`src/rtl/fetch_queue.sv`:
```
// fetch_queue -- first-word-fall-through instruction fetch queue between
// the fetch stage (PC + IM) and decode.
//
// Parameters:
//   DEPTH : number of entries, power of two in 2..16
//   AW    : pointer width, log2(DEPTH)
// Ports:
//   clk        : clock, all state updates on the rising edge
//   reset      : synchronous active-high reset (highest priority)
//   flush      : discard every queued entry (branch/jump redirect)
//   in_valid   : fetch presents an entry (in_pc, in_instr)
//   in_ready   : queue can accept an entry this cycle; drives the PC enable
//   out_valid  : head entry valid for decode
//   out_pc     : PC of the head entry (0 while empty)
//   out_instr  : instruction of the head entry (NOP/0 while empty)
//   out_ready  : decode consumes the head this cycle
//   count      : number of occupied entries
//
// All outputs are registers loaded from next-state values, so in_ready has
// no combinational path from out_ready and the head is visible one cycle
// after its push.
module fetch_queue #(
  parameter int DEPTH = 4,
  parameter int AW    = 2
) (
  input  logic          clk,
  input  logic          reset,
  input  logic          flush,
  input  logic          in_valid,
  input  logic [31:0]   in_pc,
  input  logic [31:0]   in_instr,
  output logic          in_ready,
  output logic          out_valid,
  output logic [31:0]   out_pc,
  output logic [31:0]   out_instr,
  input  logic          out_ready,
  output logic [AW:0]   count
);

  localparam logic [AW:0]   COUNT_ZERO = {(AW+1){1'b0}};
  localparam logic [AW:0]   COUNT_ONE  = (AW+1)'(1);
  localparam logic [AW:0]   COUNT_FULL = (AW+1)'(DEPTH);
  localparam logic [AW-1:0] PTR_ZERO   = {AW{1'b0}};
  localparam logic [AW-1:0] PTR_ONE    = AW'(1);

  // Entry storage (not reset; outputs are forced to 0 while empty)
  logic [31:0] mem_pc_r    [DEPTH];
  logic [31:0] mem_instr_r [DEPTH];

  logic [AW-1:0] wr_ptr_r;
  logic [AW-1:0] rd_ptr_r;
  logic [AW:0]   count_r;
  logic          in_ready_r;
  logic          out_valid_r;
  logic [31:0]   out_pc_r;
  logic [31:0]   out_instr_r;

  logic          push_s;
  logic          pop_s;
  logic [AW-1:0] wr_next_s;
  logic [AW-1:0] rd_next_s;
  logic [AW:0]   count_next_s;
  logic [31:0]   head_pc_next_s;
  logic [31:0]   head_instr_next_s;

  // Handshakes use only registered ready/valid; flush and reset cancel both
  assign push_s = in_valid  && in_ready_r  && !flush && !reset;
  assign pop_s  = out_valid_r && out_ready && !flush && !reset;

  // Next pointer/count values and the head entry as it will look after the edge
  always_comb begin
    wr_next_s         = wr_ptr_r;
    rd_next_s         = rd_ptr_r;
    count_next_s      = count_r;
    head_pc_next_s    = 32'h0000_0000;
    head_instr_next_s = 32'h0000_0000;

    if (flush) begin
      wr_next_s    = PTR_ZERO;
      rd_next_s    = PTR_ZERO;
      count_next_s = COUNT_ZERO;
    end else begin
      if (push_s) begin
        wr_next_s = wr_ptr_r + PTR_ONE;
      end else begin
        wr_next_s = wr_ptr_r;
      end
      if (pop_s) begin
        rd_next_s = rd_ptr_r + PTR_ONE;
      end else begin
        rd_next_s = rd_ptr_r;
      end
      case ({push_s, pop_s})
        2'b10:   count_next_s = count_r + COUNT_ONE;
        2'b01:   count_next_s = count_r - COUNT_ONE;
        default: count_next_s = count_r;
      endcase
    end

    // The new head is the incoming entry when it lands in the slot the read
    // pointer will point at (queue empty, or one entry popped while pushing)
    if (count_next_s == COUNT_ZERO) begin
      head_pc_next_s    = 32'h0000_0000;
      head_instr_next_s = 32'h0000_0000;
    end else if (push_s && (wr_ptr_r == rd_next_s)) begin
      head_pc_next_s    = in_pc;
      head_instr_next_s = in_instr;
    end else begin
      head_pc_next_s    = mem_pc_r[rd_next_s];
      head_instr_next_s = mem_instr_r[rd_next_s];
    end
  end

  // Storage write: a slot changes only when pushed into
  always_ff @(posedge clk) begin
    if (push_s) begin
      mem_pc_r[wr_ptr_r]    <= in_pc;
      mem_instr_r[wr_ptr_r] <= in_instr;
    end
  end

  // Control state and registered outputs; reset beats flush, push and pop
  always_ff @(posedge clk) begin
    if (reset) begin
      wr_ptr_r    <= PTR_ZERO;
      rd_ptr_r    <= PTR_ZERO;
      count_r     <= COUNT_ZERO;
      in_ready_r  <= 1'b1;
      out_valid_r <= 1'b0;
      out_pc_r    <= 32'h0000_0000;
      out_instr_r <= 32'h0000_0000;
    end else begin
      wr_ptr_r    <= wr_next_s;
      rd_ptr_r    <= rd_next_s;
      count_r     <= count_next_s;
      in_ready_r  <= (count_next_s < COUNT_FULL);
      out_valid_r <= (count_next_s != COUNT_ZERO);
      out_pc_r    <= head_pc_next_s;
      out_instr_r <= head_instr_next_s;
    end
  end

  assign in_ready  = in_ready_r;
  assign out_valid = out_valid_r;
  assign out_pc    = out_pc_r;
  assign out_instr = out_instr_r;
  assign count     = count_r;

endmodule

```
`config.mk`:
```
export PLATFORM = sky130hd
export DESIGN_NAME = fetch_queue
export DESIGN_NICKNAME = d
export VERILOG_FILES = /design/src/rtl/fetch_queue.sv
export SDC_FILE = /design/constraint.sdc
export NUM_CORES = 1
export LEC_CHECK = 0
export BUFFER_PORTS_ARGS = -buffer_cell sky130_fd_sc_hd__buf_4
export CAP_MARGIN = 0
export CORE_MARGIN = 2
export CORE_UTILIZATION = 46
export CTS_BUF_LIST = sky130_fd_sc_hd__clkbuf_16
export DETAILED_ROUTE_END_ITERATION = 12
export GPL_TIMING_DRIVEN = 0
export PLACE_DENSITY_LB_ADDON = 0.3
export SLEW_MARGIN = 20
export SYNTH_ARGS = -nofsm -noshare
export SYNTH_HDL_FRONTEND = slang
export SYNTH_SLANG_ARGS = --single-unit
export TNS_END_PERCENT = 10
```
`constraint.sdc`:
```
create_clock -name clk -period 2.8 [get_ports clk]
set_input_delay 0.42 -clock clk [delete_from_list [all_inputs] [get_ports clk]]
set_output_delay 0.42 -clock clk [all_outputs]
set_load 0.03 [all_outputs]
```
# After elaboration in Yosys (flattened, before gate mapping)
# Memories as Yosys holds them, arrays and structs flattened. A register that Yosys moved wholly into a read port is not among the register bits.
# Index checks and enable logic that the tools add are counted.
# totals
n_memories,2
ram_bits,256
register_bits,9
# classes
n_eq_ne,2
add_sub_neg,4
mux,6
reduce_logical,12
order_cmp,1
# mem_list
name,depth,word_bits,rd,rd_ports_with_merged_regs,wr,line_no,rtl
mem_instr_r,4,32,1,1,1,48,logic [31:0] mem_instr_r [DEPTH];
mem_pc_r,4,32,1,1,1,47,logic [31:0] mem_pc_r [DEPTH];
# ops
operator,count
logical AND 1 bit,6
case mux 3 bit (2 select lines),1
adder 2 x 1 -> 2 bit (second input constant),2
two-way mux 2 bit,2
OR reduction 2 bit,2
adder 3 x 1 -> 3 bit (second input constant),1
logical NOT 3 bit,1
less-than comparator 3 bit (second input constant),1
two-way mux 3 bit,1
nonzero test 3 bit,1
subtractor 3 x 1 -> 3 bit (second input constant),1
equality test 2 x 1 -> 1 bit (second input constant),1
equality test 2 bit (second input constant),1
logical NOT 1 bit,2
two-way mux 1 bit,2

# Longest topological paths before layout
# depth
ltp_word,8
mapped_depth,13
depth_no_buf,10

# Worst setup path after synthesis
# No wires, ideal clock.
# synth_path
path_kind,input-to-reg
from,in flush
to,"reg out_instr_r[0] (netlist: out_instr[0]), read port of mem_instr_r"
setup_time_ns,0.059
path_stages,13
t_arrival_ns,2.928
path_slack_ns,-0.186
cell_sequence,or2_1 clkbuf_1 nor2_1 inv_2 ha_1 fa_1 xnor2_1 or3_1 a31o_1 and3b_1 buf_6 buf_6 a22o_1
# synth_between
elab_chain_len,8
elab_cells_between_ends,13
classes_between,2 x eq/ne; 4 x mux; 7 x reduce/logical
# synth_rtl
element,line_no,rtl
start: declaration,28,"input logic flush,"
logical NOT 1 bit,"67, 68",
"logical AND 1 bit, on equally long branches (2 in series)","68, 67",
equality test 2 x 1 -> 1 bit or equality test 2 bit (tied branches),93,"case ({push_s, pop_s})"
case mux 3 bit (2 select lines),93,
two-way mux 3 bit,78,if (flush) begin
logical NOT 3 bit,102,if (count_next_s == COUNT_ZERO) begin
OR reduction 2 bit (no line),n/a,
end: declaration,56,logic [31:0] out_instr_r;
# Several ways; a longest one is shown, not always the timed one.
# A chain may end at the register's enable or synchronous reset.

# Worst setup path after layout
# layout_path
from,in flush
to,"reg out_pc_r[5] (netlist: out_pc[5]), read port of mem_pc_r"
# layout_between
elab_chain_len,8
elab_cells_between_ends,13
classes_between,2 x eq/ne; 4 x mux; 7 x reduce/logical
# layout_rtl
element,line_no,rtl
logical NOT 1 bit,"67, 68",
"logical AND 1 bit, on equally long branches (2 in series)","68, 67",
equality test 2 x 1 -> 1 bit or equality test 2 bit (tied branches),93,
case mux 3 bit (2 select lines),93,
two-way mux 3 bit,78,
logical NOT 3 bit,102,
OR reduction 2 bit (no line),n/a,
end: declaration,55,logic [31:0] out_pc_r;
# Several ways; a longest one is shown, not always the timed one.

==> impl_metrics.tcl <==
set metrics [dict create \
    p_leak_nw 5.31 \
    drv_slew 0 \
    dpl.cell_count 1239 \
    required_ns 3.25 \
    synth_xor_area_share_pct 0.503 \
    power.clock.fraction_pct 43.9 \
    cp_cell_sequence "buf_4 -> or2_1 -> clkbuf_8 -> nor2_4 -> inv_2 -> ha_4 -> fa_2 -> xnor2_1 -> or3_1 -> a31o_4 -> and3b_2 -> clkbuf_4 -> buf_8 -> a22o_1" \
    fin_crit_sh_pct 97.2 \
    cts.clk_slew.worst_paths_ns 0.06 \
    port_buffers 137 \
    synth_top_cell_by_area "edfxtp_1" \
    place_congestion 0.760 \
    syn_nets 843 \
    grt_max_degree 39 \
    ys_seq_elements 329 \
    dr.pass1.iters 5 \
    holdBufCountCts 0 \
    timing.fmax_mhz 367 \
    dieArea_um2 27200 \
    power_w 0.0101 \
    fillCellCount 1984 \
    critPathKind "in2reg" \
    ff_latch_area_um2 9150 \
    antenna_found_initial 0 \
    setup_viol 0 \
    coreArea_um2 25300 \
    synth_top_area_share_pct 64.4 \
    drcViolationCount 0 \
    pin_count 138 \
    cp_data_arrival_time_ns 3.17 \
    yosysUniqueCellTypes 39 \
    clkSinkCount 329 \
    drt-initial-drc-count 594 \
    cp_slowest_stage_delay_ns 0.35 \
    hold_viol 0 \
    synthAdderAreaFrac_pct 0.692 \
    synth_area_leaders "edfxtp_1 (64%), dfxtp_1 (12%), a21oi_1 (5.4%), a22o_1 (4.7%), a221oi_1 (4.6%)" \
    relSlewSlack_pct 52.6 \
    layout.nets 1025 \
    multi_input_area_um2 2500 \
    die_w_um 165 \
    grt_pass1_wl_um 40600 \
    cts_max_level 2 \
    hp-class "in2reg" \
    peakVddDrop_mv 0.465 \
    root_buffer "clkbuf_16" \
    seqPwrFrac_pct 53.0 \
    drt-total-wl_um 27100 \
    row_count 58 \
    numCtsBuffers 35 \
    clock_latency_ns 0.51 \
    dpl.hpwl_um 16000 \
    hold_depth 2 \
    vias 7364 \
    p_sw_share_pct 19.9 \
    grt-ovfl-total 0 \
    intPower_w 0.00806 \
    ys_warn_count 0 \
    die_h_um 165 \
    power_switching_w 0.00200 \
    synthMuxAreaShare_pct 0.587 \
    fin_crit_ns 2.72 \
    grtUsageTotal_pct 19.9 \
    cts_buffer_depth 3 \
    viasPerCell 5.63 \
    cts_tree "done" \
    synth_simple_gate_area_share_pct 3.48 \
    num_antenna_cells 0 \
    fin_cells 1307 \
    drive_gt1_share_pct 24.0 \
    place_ws_ns -0.742 \
    power_frac_comb_pct 3.1 \
    worst_pin_slew_ns 0.698 \
    maxCapViolCount 0 \
    worstRegToRegCells 12 \
    syn-cell-area_um2 11900 \
    crit_fanout 10 \
    synth_compound_area_share_pct 15.3 \
    status "complete, no violations" \
    critPathCaptureType "flop" \
    grt_pass1_vias 7230 \
    crit_path_start_kind "input pin" \
    area_growth_pct 22.9 \
    powerDensity_nw_per_um2 686 \
    crit_slowest_cell "or3_1" \
    wire_per_inst_um 20.7 \
    synth_top_family_by_area "compound AO/OA/AOI/OAI gates" \
    ant_nets 0 \
    initial_core_util_pct 47.1 \
    syn_area_per_cell_um2 15.5 \
    ys_seq_area_share_pct 76.7 \
    synthCells 768 \
    setup_slack_ns 0.0787 \
    clock_skew_ns 0.0163 \
]
per-stage QoR:
| stage | area (µm²) | setup TNS [ns] | util (%) | hold slack (ns) |
|---|---|---|---|---|
| after floorplan | 12000 | -11.20 | - | 0.492 |
| final | 14700 | 0 | 57.9 | 0.106 |
| after detailed placement | 13500 | -43.40 | 53.3 | 0.500 |
| after CTS | 14600 | 0 | 57.8 | 0.0948 |
| after global placement | 13400 | -317.87 | 52.9 | 0.490 |
| after global routing | 14700 | -0.000369 | 57.9 | 0.102 |
final cells by class:
type | instances | area share, %
sequential | 329 | 62.4
multi-input combinational | 376 | 17.1
timing repair buffer | 145 | 7.77
clock buffer | 36 | 6.14
tap | 330 | 2.82
buffer | 57 | 2.21
clock inverter | 28 | 1.43
inverter | 6 | 0.154
flip-flops by register name, summed over array words and instances (netlist names):
name,flops
mem_instr_r,128
mem_pc_r,128
out_instr,32
out_pc,32
count,3
rd_ptr_r,2
wr_ptr_r,2
in_ready,1
out_valid,1
power by group through the flow:
stage | clock [W] | combinational [W] | sequential, W
3_3_place_gp | 0 | 0.000296 | 0.00544
4_1_cts | 0.00448 | 0.000313 | 0.00533
6_report | 0.00441 | 0.000313 | 0.00533
2_1_floorplan | 0 | 0.0000874 | 0.00547
3_5_place_dp | 0 | 0.000309 | 0.00543
5_1_grt | 0.00467 | 0.000340 | 0.00533
layout by cell type (no fill, tap or decap), drive strengths merged:
| master | n |
|---|---|
| a22o | 64 |
| mux2 | 2 |
| dfxtp | 73 |
| o22ai | 1 |
| o32ai | 2 |
| o21ai | 1 |
| or2 | 1 |
| and2 | 5 |
| nor2 | 9 |
| a21oi | 130 |
| ha | 5 |
| nor2b | 2 |
| bufinv | 3 |
| clkinvlp | 1 |
| or3 | 1 |
| and3 | 2 |
| inv | 17 |
| xnor2 | 6 |
| and3b | 2 |
| a31o | 1 |
| fa | 1 |
| buf | 173 |
| and4b | 1 |
| clkinv | 13 |
| nand3 | 2 |
| nand2 | 65 |
| a31oi | 1 |
| edfxtp | 256 |
| clkbuf | 65 |
| or3b | 1 |
| o311a | 1 |
| a221oi | 63 |
| nand2b | 3 |
| mux2i | 4 |
worst paths after layout:
kind	start	end	slack, ns
worst min register to register	in_ready$_SDFF_PP1_	wr_ptr_r[1]$_SDFFE_PP0P_	0.51
worst max-delay path	flush	out_pc[5]$_SDFF_PP0_	0.08
worst min-delay path	reset	rd_ptr_r[0]$_SDFF_PP0_	0.11
worst max register to register	in_ready$_SDFF_PP1_	out_pc[5]$_SDFF_PP0_	0.10
metal layers:
metal	global-route usage, %	wire, µm
met5	0	0
met4	7.19	613
met3	3.69	1940
met2	32.3	13300
met1	26.8	11300
logic make-up after synthesis:
family                   after synthesis
flip-flops                           329
AO/OA/AOI/OAI                        264
AND/OR/NAND/NOR                       94
buffers and inverters                 63
XOR/XNOR                               6
multiplexers                           6
adder cells (fa/ha/maj)                6
critical path: cells and delay by family:
kind / cells / cell delay [ns]
compound gates: 2 / 0.43
xor+xnor: 1 / 0.14
fa+ha+maj: 2 / 0.49
buf+inv: 5 / 0.72
simple gates: 4 / 0.96
synth_stat cells, drive strengths merged:
cell type  number
edfxtp        256
a21oi         130
dfxtp          73
nand2          65
a22o           64
a221oi         63
buf            29
clkbuf         28
nor2            9
inv             6
xnor2           6
and2            5
ha              5
mux2i           4
nand2b          3
and3            2
and3b           2
mux2            2
nand3           2
nor2b           2
o32ai           2
a31o            1
a31oi           1
and4b           1
fa              1
o21ai           1
o22ai           1
o311a           1
or2             1
or3             1
or3b            1
timing repair:
| item | 4_1_cts | 5_1_grt |
|---|---|---|
| setup endpoints to repair | 64 | 60 |
| gates resized for setup | 2 | 5 |
| cloned | 0 | 1 |
| pin swaps | 1 | 1 |
| setup buffers | 3 | 0 |
(Power assumes the default switching activity.)
